==> src/rtl/up_sample_sched_pkg.sv <==
// -----------------------------------------------------------------------------
// up_sample_sched_pkg
// Shared types and constants for the 2x nearest-neighbour up-sample scheduler.
//   state_t        : scheduler FSM states
//   CTRL_W         : width of one loop index (ctrl var)
//   NUM_CTRL_VARS  : number of loop indices per port ([0]=0, [1]=row, [2]=col)
// -----------------------------------------------------------------------------
package up_sample_sched_pkg;

  localparam int unsigned CTRL_W        = 16;
  localparam int unsigned NUM_CTRL_VARS = 3;

  typedef enum logic [1:0] {
    ST_IDLE     = 2'd0,
    ST_LOAD     = 2'd1,
    ST_UPSAMPLE = 2'd2,
    ST_DONE     = 2'd3
  } state_t;

  // True when a dimension fits a CTRL_W-bit unsigned counter after doubling.
  function automatic bit dim_ok(input int unsigned dim);
    return (dim >= 1) && (2 * dim <= 32768);
  endfunction

endpackage

==> src/rtl/up_sample_sched_cnt2d.sv <==
// -----------------------------------------------------------------------------
// up_sample_sched_cnt2d
// 2-D wrapping index counter: col runs 0..COLS-1, row increments when col
// wraps, and the whole counter wraps to (0,0) after (ROWS-1, COLS-1).
// Ports:
//   clk, rst : clock, asynchronous active-high reset
//   clr      : synchronous clear to (0,0), dominates inc
//   inc      : advance by one position
//   row, col : current index (registered)
//   last     : current index is (ROWS-1, COLS-1)
// -----------------------------------------------------------------------------
module up_sample_sched_cnt2d
  import up_sample_sched_pkg::*;
#(
  parameter int unsigned COLS = 64,
  parameter int unsigned ROWS = 64
) (
  input  logic              clk,
  input  logic              rst,
  input  logic              clr,
  input  logic              inc,
  output logic [CTRL_W-1:0] row,
  output logic [CTRL_W-1:0] col,
  output logic              last
);

  localparam logic [CTRL_W-1:0] COL_MAX = CTRL_W'(COLS - 1);
  localparam logic [CTRL_W-1:0] ROW_MAX = CTRL_W'(ROWS - 1);

  logic col_wrap;
  logic row_wrap;

  assign col_wrap = (col == COL_MAX);
  assign row_wrap = (row == ROW_MAX);
  assign last     = col_wrap && row_wrap;

  always_ff @(posedge clk or posedge rst) begin
    if (rst) begin
      row <= '0;
      col <= '0;
    end else if (clr) begin
      row <= '0;
      col <= '0;
    end else if (inc) begin
      if (col_wrap) begin
        col <= '0;
        row <= row_wrap ? '0 : row + CTRL_W'(1);
      end else begin
        col <= col + CTRL_W'(1);
      end
    end
  end

endmodule

==> src/rtl/up_sample_sched.sv <==
// -----------------------------------------------------------------------------
// up_sample_sched
// Schedules one frame of 2x nearest-neighbour up-sampling: loads an
// IMG_W x IMG_H input image into the stencil buffer, then reads out a
// 2*IMG_W x 2*IMG_H image, then pulses done.
// Ports:
//   clk, rst         : clock, asynchronous active-high reset
//   flush            : synchronous abort to IDLE (highest priority)
//   start            : begin one frame (honoured in IDLE only)
//   in_valid/in_ready: input pixel handshake
//   wr_wen           : stencil buffer write enable
//   wr_ctrl_vars     : write indices {col, row, 0}
//   out_ready        : downstream accepts an output pixel
//   rd_ren/out_valid : read enable / output pixel valid
//   rd_ctrl_vars     : read indices {out_col, out_row, 0}
//   busy, done       : frame in progress / one-cycle completion pulse
//
// state       | meaning
// ST_IDLE     | waiting for start, all enables low
// ST_LOAD     | accepting input pixels into the stencil buffer
// ST_UPSAMPLE | issuing reads for every output pixel
// ST_DONE     | one-cycle completion pulse, back to IDLE
// -----------------------------------------------------------------------------
module up_sample_sched
  import up_sample_sched_pkg::*;
#(
  parameter int unsigned IMG_W = 64,
  parameter int unsigned IMG_H = 64
) (
  input  logic                                 clk,
  input  logic                                 rst,
  input  logic                                 flush,
  input  logic                                 start,
  input  logic                                 in_valid,
  output logic                                 in_ready,
  output logic                                 wr_wen,
  output logic [NUM_CTRL_VARS-1:0][CTRL_W-1:0] wr_ctrl_vars,
  input  logic                                 out_ready,
  output logic                                 rd_ren,
  output logic [NUM_CTRL_VARS-1:0][CTRL_W-1:0] rd_ctrl_vars,
  output logic                                 out_valid,
  output logic                                 busy,
  output logic                                 done
);

  if (!dim_ok(IMG_W) || !dim_ok(IMG_H)) begin : g_param_check
    $error("up_sample_sched: IMG_W/IMG_H must be >= 1 and 2*dim <= 32768");
  end

  state_t            state;
  state_t            state_nxt;
  logic              cnt_clr;
  logic              wr_last;
  logic              rd_last;
  logic [CTRL_W-1:0] wr_row;
  logic [CTRL_W-1:0] wr_col;
  logic [CTRL_W-1:0] rd_row;
  logic [CTRL_W-1:0] rd_col;

  always_ff @(posedge clk or posedge rst) begin
    if (rst) begin
      state <= ST_IDLE;
    end else begin
      state <= state_nxt;
    end
  end

  // Flush blocks the handshakes in its own cycle so that no transfer is
  // signalled that the cleared counters would not account for.
  always_comb begin
    state_nxt = state;
    cnt_clr   = 1'b0;
    in_ready  = 1'b0;
    wr_wen    = 1'b0;
    rd_ren    = 1'b0;
    out_valid = 1'b0;
    busy      = 1'b0;
    done      = 1'b0;

    case (state)
      ST_IDLE: begin
        if (start) begin
          state_nxt = ST_LOAD;
          cnt_clr   = 1'b1;
        end
      end
      ST_LOAD: begin
        busy     = 1'b1;
        in_ready = !flush;
        wr_wen   = in_valid && !flush;
        if (wr_wen && wr_last) begin
          state_nxt = ST_UPSAMPLE;
        end
      end
      ST_UPSAMPLE: begin
        busy      = 1'b1;
        rd_ren    = out_ready && !flush;
        out_valid = rd_ren;
        if (rd_ren && rd_last) begin
          state_nxt = ST_DONE;
        end
      end
      ST_DONE: begin
        done      = 1'b1;
        state_nxt = ST_IDLE;
      end
      default: begin
        state_nxt = ST_IDLE;
      end
    endcase

    if (flush) begin
      state_nxt = ST_IDLE;
      cnt_clr   = 1'b1;
    end
  end

  up_sample_sched_cnt2d #(
    .COLS (IMG_W),
    .ROWS (IMG_H)
  ) u_wr_cnt (
    .clk  (clk),
    .rst  (rst),
    .clr  (cnt_clr),
    .inc  (wr_wen),
    .row  (wr_row),
    .col  (wr_col),
    .last (wr_last)
  );

  up_sample_sched_cnt2d #(
    .COLS (2 * IMG_W),
    .ROWS (2 * IMG_H)
  ) u_rd_cnt (
    .clk  (clk),
    .rst  (rst),
    .clr  (cnt_clr),
    .inc  (rd_ren),
    .row  (rd_row),
    .col  (rd_col),
    .last (rd_last)
  );

  assign wr_ctrl_vars[0] = '0;
  assign wr_ctrl_vars[1] = wr_row;
  assign wr_ctrl_vars[2] = wr_col;
  assign rd_ctrl_vars[0] = '0;
  assign rd_ctrl_vars[1] = rd_row;
  assign rd_ctrl_vars[2] = rd_col;

endmodule

==> config.mk <==
export PLATFORM = sky130hd
export DESIGN_NAME = up_sample_sched
export DESIGN_NICKNAME = d
export VERILOG_FILES = /design/src/rtl/up_sample_sched_pkg.sv /design/src/rtl/up_sample_sched_cnt2d.sv /design/src/rtl/up_sample_sched.sv
export SDC_FILE = /design/constraint.sdc
export NUM_CORES = 1
export LEC_CHECK = 0
export CORE_MARGIN = 3
export CORE_UTILIZATION = 34
export DETAILED_ROUTE_END_ITERATION = 6
export REMOVE_ABC_BUFFERS = 1
export SLEW_MARGIN = 20
export SYNTH_ARGS = -nofsm -noshare
export SYNTH_HDL_FRONTEND = slang
export SYNTH_SLANG_ARGS = --single-unit
export TNS_END_PERCENT = 50
==> constraint.sdc <==
create_clock -name clk -period 2.45 [get_ports clk]
set_input_delay 0.3675 -clock clk [delete_from_list [all_inputs] [get_ports clk]]
set_output_delay 0.3675 -clock clk [all_outputs]
set_load 0.01 [all_outputs]
==> results.txt, run 1 <==
- Areal power density over the cells: approximately 630 nW/um^2
- For this run, the slowest stage of the critical path takes ~0.55 ns.
* Standard cell with the maximum stage delay on the critical path: sky130_fd_sc_hd__clkdlybuf4s50_1
- After detailed routing, the average wire length per cell comes to 15.32 um.
- DR iter-0 viols: 290
- Counting I/O delays and the setup requirement, the final critical path takes around 2.3 ns.
- At the placement stage, the worst setup path has a slack of -0.02980 ns.
- Cell type contributing the most total cell area after synthesis: sky130_fd_sc_hd__dfrtp_1
- Final Hold Slack: around 0.39 ns
- Pwr Total: 3.277 mW
- The number of different library cells used by synthesis comes to 55.
* Buffers and inverters on the worst path: 2
- Static timing analysis puts the maximum clock frequency at roughly 440 MHz.
* Sink count of the clock tree: 66
- The analysis attributes to cell leakage a power of 2.151 nW.
* Most common flop cell mapped by yosys: sky130_fd_sc_hd__dfrtp_1
- During synthesis, Yosys emitted a total of 0 warnings.
- Most common cell after layout, fill and taps aside: sky130_fd_sc_hd__clkdlybuf4s50_1
- In the final layout, the share of cells above drive strength 1 is 0.09125.
* Maximum number of pins on one net before global-route repair: 23
- Final non-filler cell total: 680
- For this block, the via count after detailed routing is 3633.
* Sequential-to-total area share from yosys stat: 0.4098
- A synthesized cell averages 8.976 um^2.
- In this run the critical register-to-register path is launched from u_wr_cnt.col[0]$_DFFE_PP0P_.
* Worst Reg2Reg Path Length in Cells: 6
- The cell family contributing the most delay on the critical path is buffers and inverters.
* Buffers on Ports: between 70 and 80
* Fin worst setup slack: 0.1669 ns
- Final total negative setup slack: 0 ns
- Global-route track usage on met1: 0.2300
- Between clock sinks in the finished design, the worst skew comes to slightly below 0.01 ns.
- Critical Path RT: 2.08 ns
- For the worst setup path, the data arrival time is 1.92 ns.
* Post-Route WL: 10.42 mm
- Num CTS Buffers: 9
* Die boundary width: 114.9 um
* Area of the die: between 10000 and 15000 um^2
* Signed area change from the synthesized netlist to the final layout: 28.35%
- Clock slew at the register clock pins of the worst setup and hold paths: about 0.050 ns
- The number of antenna violations at the first check in global routing was 0.
* Number of H-tree branching levels: 3
* Max Transition Viols Final: 0
- CTS tree: yes
- Once placement finished, the instance area stood at 4897 um^2.
- Once detail routing completed, the nets flagged for antenna violations numbered 0.
* Number of nets in the layout: 549
* Critical setup path kind: register to output pin
- Area of the core region: 11520 um^2
* Worst-Margin Slew: 0.5521 ns
- Number of design rule violations left after detail routing: 0
- Counting flops and latches in the post-synthesis netlist gives 66.
* Global routing met2 resource utilization: 0.2438
* Setup slack on the worst flop-to-flop path: 0.23 ns
- Dominant cells by area after synthesis: sky130_fd_sc_hd__dfrtp_1 (41%), sky130_fd_sc_hd__buf_4 (6.1%), sky130_fd_sc_hd__nor2_1 (4.0%)
- Summing all non-filler instances in the final layout gives an area of a little over 5000 um^2.
- Clock latency on the worst-skew pair, taken at its later pin, is ~0.33 ns.
- Top-level I/O count: 108
- Synthesis handed over a netlist of 449 instances.
- STA classifies the critical path endpoint as an output pin.
* Root buffer selected by CTS: sky130_fd_sc_hd__clkbuf_16
- Maximum clock insertion buffer count: 2
- Setup violations remaining at the end of the flow were counted as 0.
- Summed over all layers, the global routing overflow is 0.
- Top library cells by usage in the layout, fill and taps aside: sky130_fd_sc_hd__clkdlybuf4s50_1 (75), sky130_fd_sc_hd__dfrtp_1 (66), sky130_fd_sc_hd__nand2_1 (42)
- The endpoint identified for the worst register-to-register timing path is u_wr_cnt.row[12]$_DFFE_PP0P_.
* Via density per instance: 5.343
- The worst setup path is launched from a register.
* Row cnt: 39
- Kind of path behind the tightest hold check: input pin to async pin
- Crit Path Max Fanout: 5
* Max rail drop VDD: ~0.37 mV
* Cell area after synthesis: 4030 um^2
- Total instance count after detailed placement: 666
* Fraction of met3 tracks used by global routing: 0.03211
- The total count of hold-check failures in the final report came to 0.
- Number of enable flip-flop cells after synthesis: 0
- In the finished design, the share of the clock period the worst path needs comes to 0.9319.
- The number of global-route vias before repair came to around 3400.
- In this run the tightest slew margin relative to its limit is 0.6316.
- Chip Height: between 100 and 150 um
* Aggregate global-route resource usage: 0.1603
- The first global-routing pass estimated 17.20 mm of wire.
- CP Cell Sequence: inv_1 -> ha_1 -> and3_1 -> clkdlybuf4s50_1
* Status: finished, final reports clean
- HPWL after detailed placement: 7.626 mm
* End-of-flow core utilization: 0.4492
- Max-cap violations in this run came to 0.
- 0 antenna diodes ended up in the layout.
- Routability-driven placement finished with a final weighted congestion of 0.8552.
- Area fraction of the dominant cell type after synthesis: 0.4098
- For this configuration, the core starts out at a cell density of 0.3500.
- Busiest metal layer after global routing: met2
- Counting buffers and inverters, the worst setup path is 4 cells deep.
* Count of TritonRoute iterations in the first routing pass: 4
- Async set-or-reset flop fraction in the synthesized netlist: 1.000
flip-flops by register name (all words and copies together) (netlist names):
name          count
state             2
u_rd_cnt.col     16
u_rd_cnt.row     16
u_wr_cnt.col     16
u_wr_cnt.row     16
cells by family (layout without fill, tap and decap cells):
family          Yosys count  count (layout)  share of synthesized area
buf+inv                  61             118                    0.09314
other cells               1              32                  0.0009305
simple gates            197             197                     0.2617
mux                       1               1                   0.002484
xor+xnor                 27              27                    0.05868
fa+ha+maj                 9               9                    0.02794
compound gates           87              87                     0.1453
flops                    66              66                     0.4098
repair_timing:
item | CTS | global route
resized for setup | 0 | 4
setup endpoints to repair | 0 | 8
hold buffers | 0 | 0
setup buffers | 0 | 0
synth_stat cells, drive strengths merged, types with 12 or more instances:
cell type / number
a21oi: 14
and3: 12
buf: 40
clkbuf: 12
dfrtp: 66
nand2: 43
nand3: 30
nand4: 12
nor2: 43
nor4: 14
o21ai: 31
o31ai: 14
xor2: 18
worst reg2reg max path, cell delays in order, from the launching register on:
cell and delay, ns:
sky130_fd_sc_hd__dfrtp_1 0.44, sky130_fd_sc_hd__ha_1 0.25, sky130_fd_sc_hd__nor4bb_1 0.31, sky130_fd_sc_hd__and4_1 0.34
sky130_fd_sc_hd__a21oi_4 0.14, sky130_fd_sc_hd__or4_1 0.52, sky130_fd_sc_hd__a21oi_1 0.16
final cells by class:
type                            instances  area, um^2
Timing Repair Buffer                   95       913.4
Clock inverter                          3       17.52
Inverter                                9       33.78
Tap cell                              143       178.9
Fill cell                            1119        6344
Multi-Input combinational cell        353        2135
Clock buffer                           11       242.7
Sequential cell                        66        1652
report_power, final:
part	internal, mW	switching [mW]
clock	0.696	0.446
combinational	0.358	0.551
sequential	1.15	0.0746
routing by layer:
layer,vias up,routed length (um)
met1,1774,4821
met2,104,4908
met3,14,547
met5,-,0
met4,0,142
li1,1741,-
worst max path at each step:
stage,startpoint,slack (ns),end
floorplan,state[0]$_DFFE_PP0P_,0.06,u_rd_cnt.row[8]$_DFFE_PP0P_
global placement,start,0.04,u_rd_cnt.row[8]$_DFFE_PP0P_
detailed placement,start,-0.03,u_rd_cnt.row[8]$_DFFE_PP0P_
CTS,u_rd_cnt.col[0]$_DFFE_PP0P_,0.01,u_rd_cnt.row[8]$_DFFE_PP0P_
global route,u_rd_cnt.col[0]$_DFFE_PP0P_,-0.009,u_rd_cnt.row[8]$_DFFE_PP0P_
finish,state[0]$_DFFE_PP0P_,0.17,rd_ren
(Power assumes the default switching activity.)
==> inputs of run 2 (changes only) <==
--- a/config.mk
+++ b/config.mk
@@ -5,9 +5,11 @@
 export SDC_FILE = /design/constraint.sdc
 export NUM_CORES = 1
 export LEC_CHECK = 0
+export CORE_ASPECT_RATIO = 1.4
 export CORE_MARGIN = 3
 export CORE_UTILIZATION = 34
 export DETAILED_ROUTE_END_ITERATION = 6
+export RECOVER_POWER = 25
 export REMOVE_ABC_BUFFERS = 1
 export SLEW_MARGIN = 20
 export SYNTH_ARGS = -nofsm -noshare
==> results.txt, run 2 (synthesized netlist as in run 1, its figures left out) <==
- Status: finished, final reports clean (unchanged)
- The slew at the pin closest to its max-slew limit was 0.7205 ns (was 0.5521 ns).
- Fraction of layout cells with a size suffix above 1: 0.07836 (was 0.09125)
- Kind of path behind the tightest hold check: register to register (was input pin to async pin)
- The non-filler instance count after layout came to 680 (unchanged).
- Final Skew: 0.006053 ns (was 0.009627 ns)
* Max-slew headroom at the worst pin: 0.5197 (was 0.6316)
- Kind of start point of the critical path: register (unchanged)
- Clock latency on the worst-skew pair: 0.33 ns (about the same)
- The initial cell density of the core is 0.3519 (was 0.3500).
- The final-layout fill cell count came to 1164 (was 1119).
* Grt ovf: 0 (unchanged)
- Chip Height: 134.8 um (was 114.9 um)
- CP Cell Sequence: inv_1 -> ha_1 -> nand2_1 -> nor2_1 -> clkdlybuf4s50_1 (was inv_1 -> ha_1 -> and3_1 -> clkdlybuf4s50_1).
- The static leakage power came to 2.129 nW (was 2.151 nW).
- The total iterations of the first detailed-routing run came to 4 (unchanged).
- Fin. Hold Viols: 0 (unchanged)
* Part of the cycle the worst path needs: 0.9565 (was 0.9319)
- Initial antenna violation count: 0 (unchanged)
* Max Transition Viols Final: 0 (unchanged)
- Sink count of the clock tree: 66 (unchanged)
- The maximum VDD drop was 0.4116 mV (was 0.3736 mV).
- Reported max-cap violation count: 0 (unchanged)
* DR vias: 3579 (was 3633)
- The layout overhead on the synthesized area was 27.32% (was 28.35%).
- The first-pass GRT wire length is 17.17 mm (was 17.20 mm).
- Cell type group with the largest total delay on the critical path: buffers and inverters (unchanged)
* Setup repair after global routing missed its margin: false
- The overall fraction of global-route tracks in use came to 0.1598 (was 0.1603).
- The number of buffers on the longest clock path is 2 (unchanged).
- The total placed cells including tap cells was 666 (unchanged).
- Standard cell with the maximum stage delay on the critical path: sky130_fd_sc_hd__clkdlybuf4s50_1 (unchanged)
* Num CTS Buffers: 9 (unchanged)
* Crit path largest cell delay: 0.58 ns (was 0.55 ns)
* Row cnt: 46 (was 39)
- The H-tree depth is 3 (unchanged).
- The root buffer selected by CTS is sky130_fd_sc_hd__clkbuf_16 (unchanged).
- Worst endpoint data arrival time: 1.98 ns (was 1.92 ns)
* Count of inserted antenna diode cells: 0 (unchanged)
- The core area came to 11450 um^2 (was 11520 um^2).
* Crit path capture type: output pin (unchanged)
* ANT nets after route: 0 (unchanged)
* Crit Path Max Fanout: 5 (unchanged)
* Final total negative setup slack: 0 ns (unchanged)
* Buffers on Ports: 75 (unchanged)
* DR iter-0 viols: 224 (was 290)
- Die boundary width: 98.02 um (was 114.9 um)
* Post-Route WL: 10.66 mm (was 10.42 mm)
* HPWL after detailed placement: 8.023 mm (was 7.626 mm)
- The total number of nets in the final design is 548 (was 549).
- Buffers and inverters on the worst path: 2 (unchanged)
- Final critical delay including setup and external delays: 2.344 ns (was 2.283 ns)
- The highest attainable clock frequency was 426.7 MHz (was 438.0 MHz).
- The total I/O pin count came to 108 (unchanged).
* Top library cells by usage in the layout, fill and taps aside: sky130_fd_sc_hd__clkdlybuf4s50_1 (74), sky130_fd_sc_hd__dfrtp_1 (66), sky130_fd_sc_hd__nor2_1 (42), sky130_fd_sc_hd__nand2_1 (42), sky130_fd_sc_hd__conb_1 (32) (was sky130_fd_sc_hd__clkdlybuf4s50_1 (75), sky130_fd_sc_hd__dfrtp_1 (66), sky130_fd_sc_hd__nand2_1 (42))
- The clock tree from TritonCTS is yes (unchanged).
- Via density per instance: 5.263 (was 5.343)
* Clock slew at the register clock pins of the worst setup and hold paths: 0.05 ns (about the same)
- The die area came to 13210 um^2 (was 13200 um^2).
- Buffer count from post-CTS setup fixing: 0 (unchanged)
* Placement-stage cell area: 4903 um^2 (was 4897 um^2)
- The remaining design rule violation count came to 0 (unchanged).
- Critical setup path kind: register to output pin (unchanged)
- The total power divided by cell area is 640.6 nW/um^2 (was 633.6 nW/um^2).
- Number of global-route vias before repair: 3457 (was 3418)
- Setup slack on the worst flop-to-flop path: 0.18 ns (was 0.23 ns)
* Maximum number of pins on one net before global-route repair: 28 (was 23)
- The routed length per instance was 15.68 um (was 15.32 um).
* Most common cell after layout, fill and taps aside: sky130_fd_sc_hd__clkdlybuf4s50_1 (unchanged)
- Final-report setup violation count: 0 (unchanged)
- Routability Congestion: 0.8421 (was 0.8552)
* Area of all placed cells without fillers: 5131 um^2 (was 5172 um^2)
- The required time reported for the critical path endpoint came to 2.08 ns (about the same).
-- run 2: path summary, 6_finish.rpt --
check,startpoint,end,depth (start not counted)
max reg2reg,u_wr_cnt.col[0]$_DFFE_PP0P_,u_wr_cnt.row[12]$_DFFE_PP0P_,6
min,u_wr_cnt.col[3]$_DFFE_PP0P_,u_wr_cnt.col[3]$_DFFE_PP0P_,1
max,state[1]$_DFFE_PP0P_,wr_wen,5
max in group asynchronous,rst,u_wr_cnt.col[3]$_DFFE_PP0P_,3
min in group asynchronous,rst,u_rd_cnt.row[1]$_DFFE_PP0P_,2
min reg2reg,u_wr_cnt.col[3]$_DFFE_PP0P_,u_wr_cnt.col[3]$_DFFE_PP0P_,1
-- run 2: per-stage QoR --
step | utilization | total power, mW | hold WS [ns] | setup WS, ns
finish | 0.4480 | 3.287 | 0.5333 | 0.1065
global route | 0.4480 | 3.472 | 0.5764 | 0.003077
CTS | 0.4503 | 3.327 | 0.3716 | 0.08846
detailed placement | 0.4281 | 2.162 | 0.5326 | 0.1047
global placement | 0.4281 | 2.149 | 0.5262 | 0.1185
floorplan | - | 1.742 | 0.4343 | 0.06407
-- run 2: worst register-to-register path, stage by stage (launching register included) --
cell and delay, ns:
sky130_fd_sc_hd__dfrtp_1 0.44, sky130_fd_sc_hd__ha_1 0.26, sky130_fd_sc_hd__nor4bb_1 0.30, sky130_fd_sc_hd__and4_2 0.36, sky130_fd_sc_hd__a21oi_4 0.14, sky130_fd_sc_hd__or4_1 0.53, sky130_fd_sc_hd__a21oi_1 0.17
-- run 2: timing repair --
item / in CTS / in global routing
resized for setup: 0 / 2
endpoints found under the setup margin: 0 / 6
hold endpoints to repair: 0 / 0
hold buffers: 0 / 0
-- run 2: power breakdown --
part	internal, mW	switching [mW]	leakage (nW)
Combinational	0.372	0.543	1.09
Sequential	1.15	0.0765	0.917
Clock	0.702	0.442	0.123
Total	2.23	1.06	2.13
-- run 2: area by class of cell --
cell class | instances | area (um^2) | share of cell area
Timing Repair Buffer | 94 | 888.4 | 0.1731
Inverter | 9 | 33.78 | 0.006584
Tap cell | 144 | 180.2 | 0.03511
Sequential cell | 66 | 1652 | 0.3219
Clock buffer | 14 | 254.0 | 0.04950
Multi-Input combinational cell | 353 | 2123 | 0.4138
-- run 2: per-layer routing --
layer,share of wire,global-route usage,vias up,wire (um)
met2,0.51,0.2818,103,5405
met1,0.43,0.1928,1726,4593
met5,0,0,-,0
met4,0.015,0.05697,0,165
li1,-,-,1734,-
met3,0.047,0.03152,16,498
==> inputs of run 3 (changes only) <==
--- a/config.mk
+++ b/config.mk
@@ -11,7 +11,6 @@
 export DETAILED_ROUTE_END_ITERATION = 6
 export RECOVER_POWER = 25
 export REMOVE_ABC_BUFFERS = 1
-export SLEW_MARGIN = 20
 export SYNTH_ARGS = -nofsm -noshare
 export SYNTH_HDL_FRONTEND = slang
 export SYNTH_SLANG_ARGS = --single-unit
==> results of run 3 <==
Same layout as run 2: the final DEF is identical, and so are final timing and power.
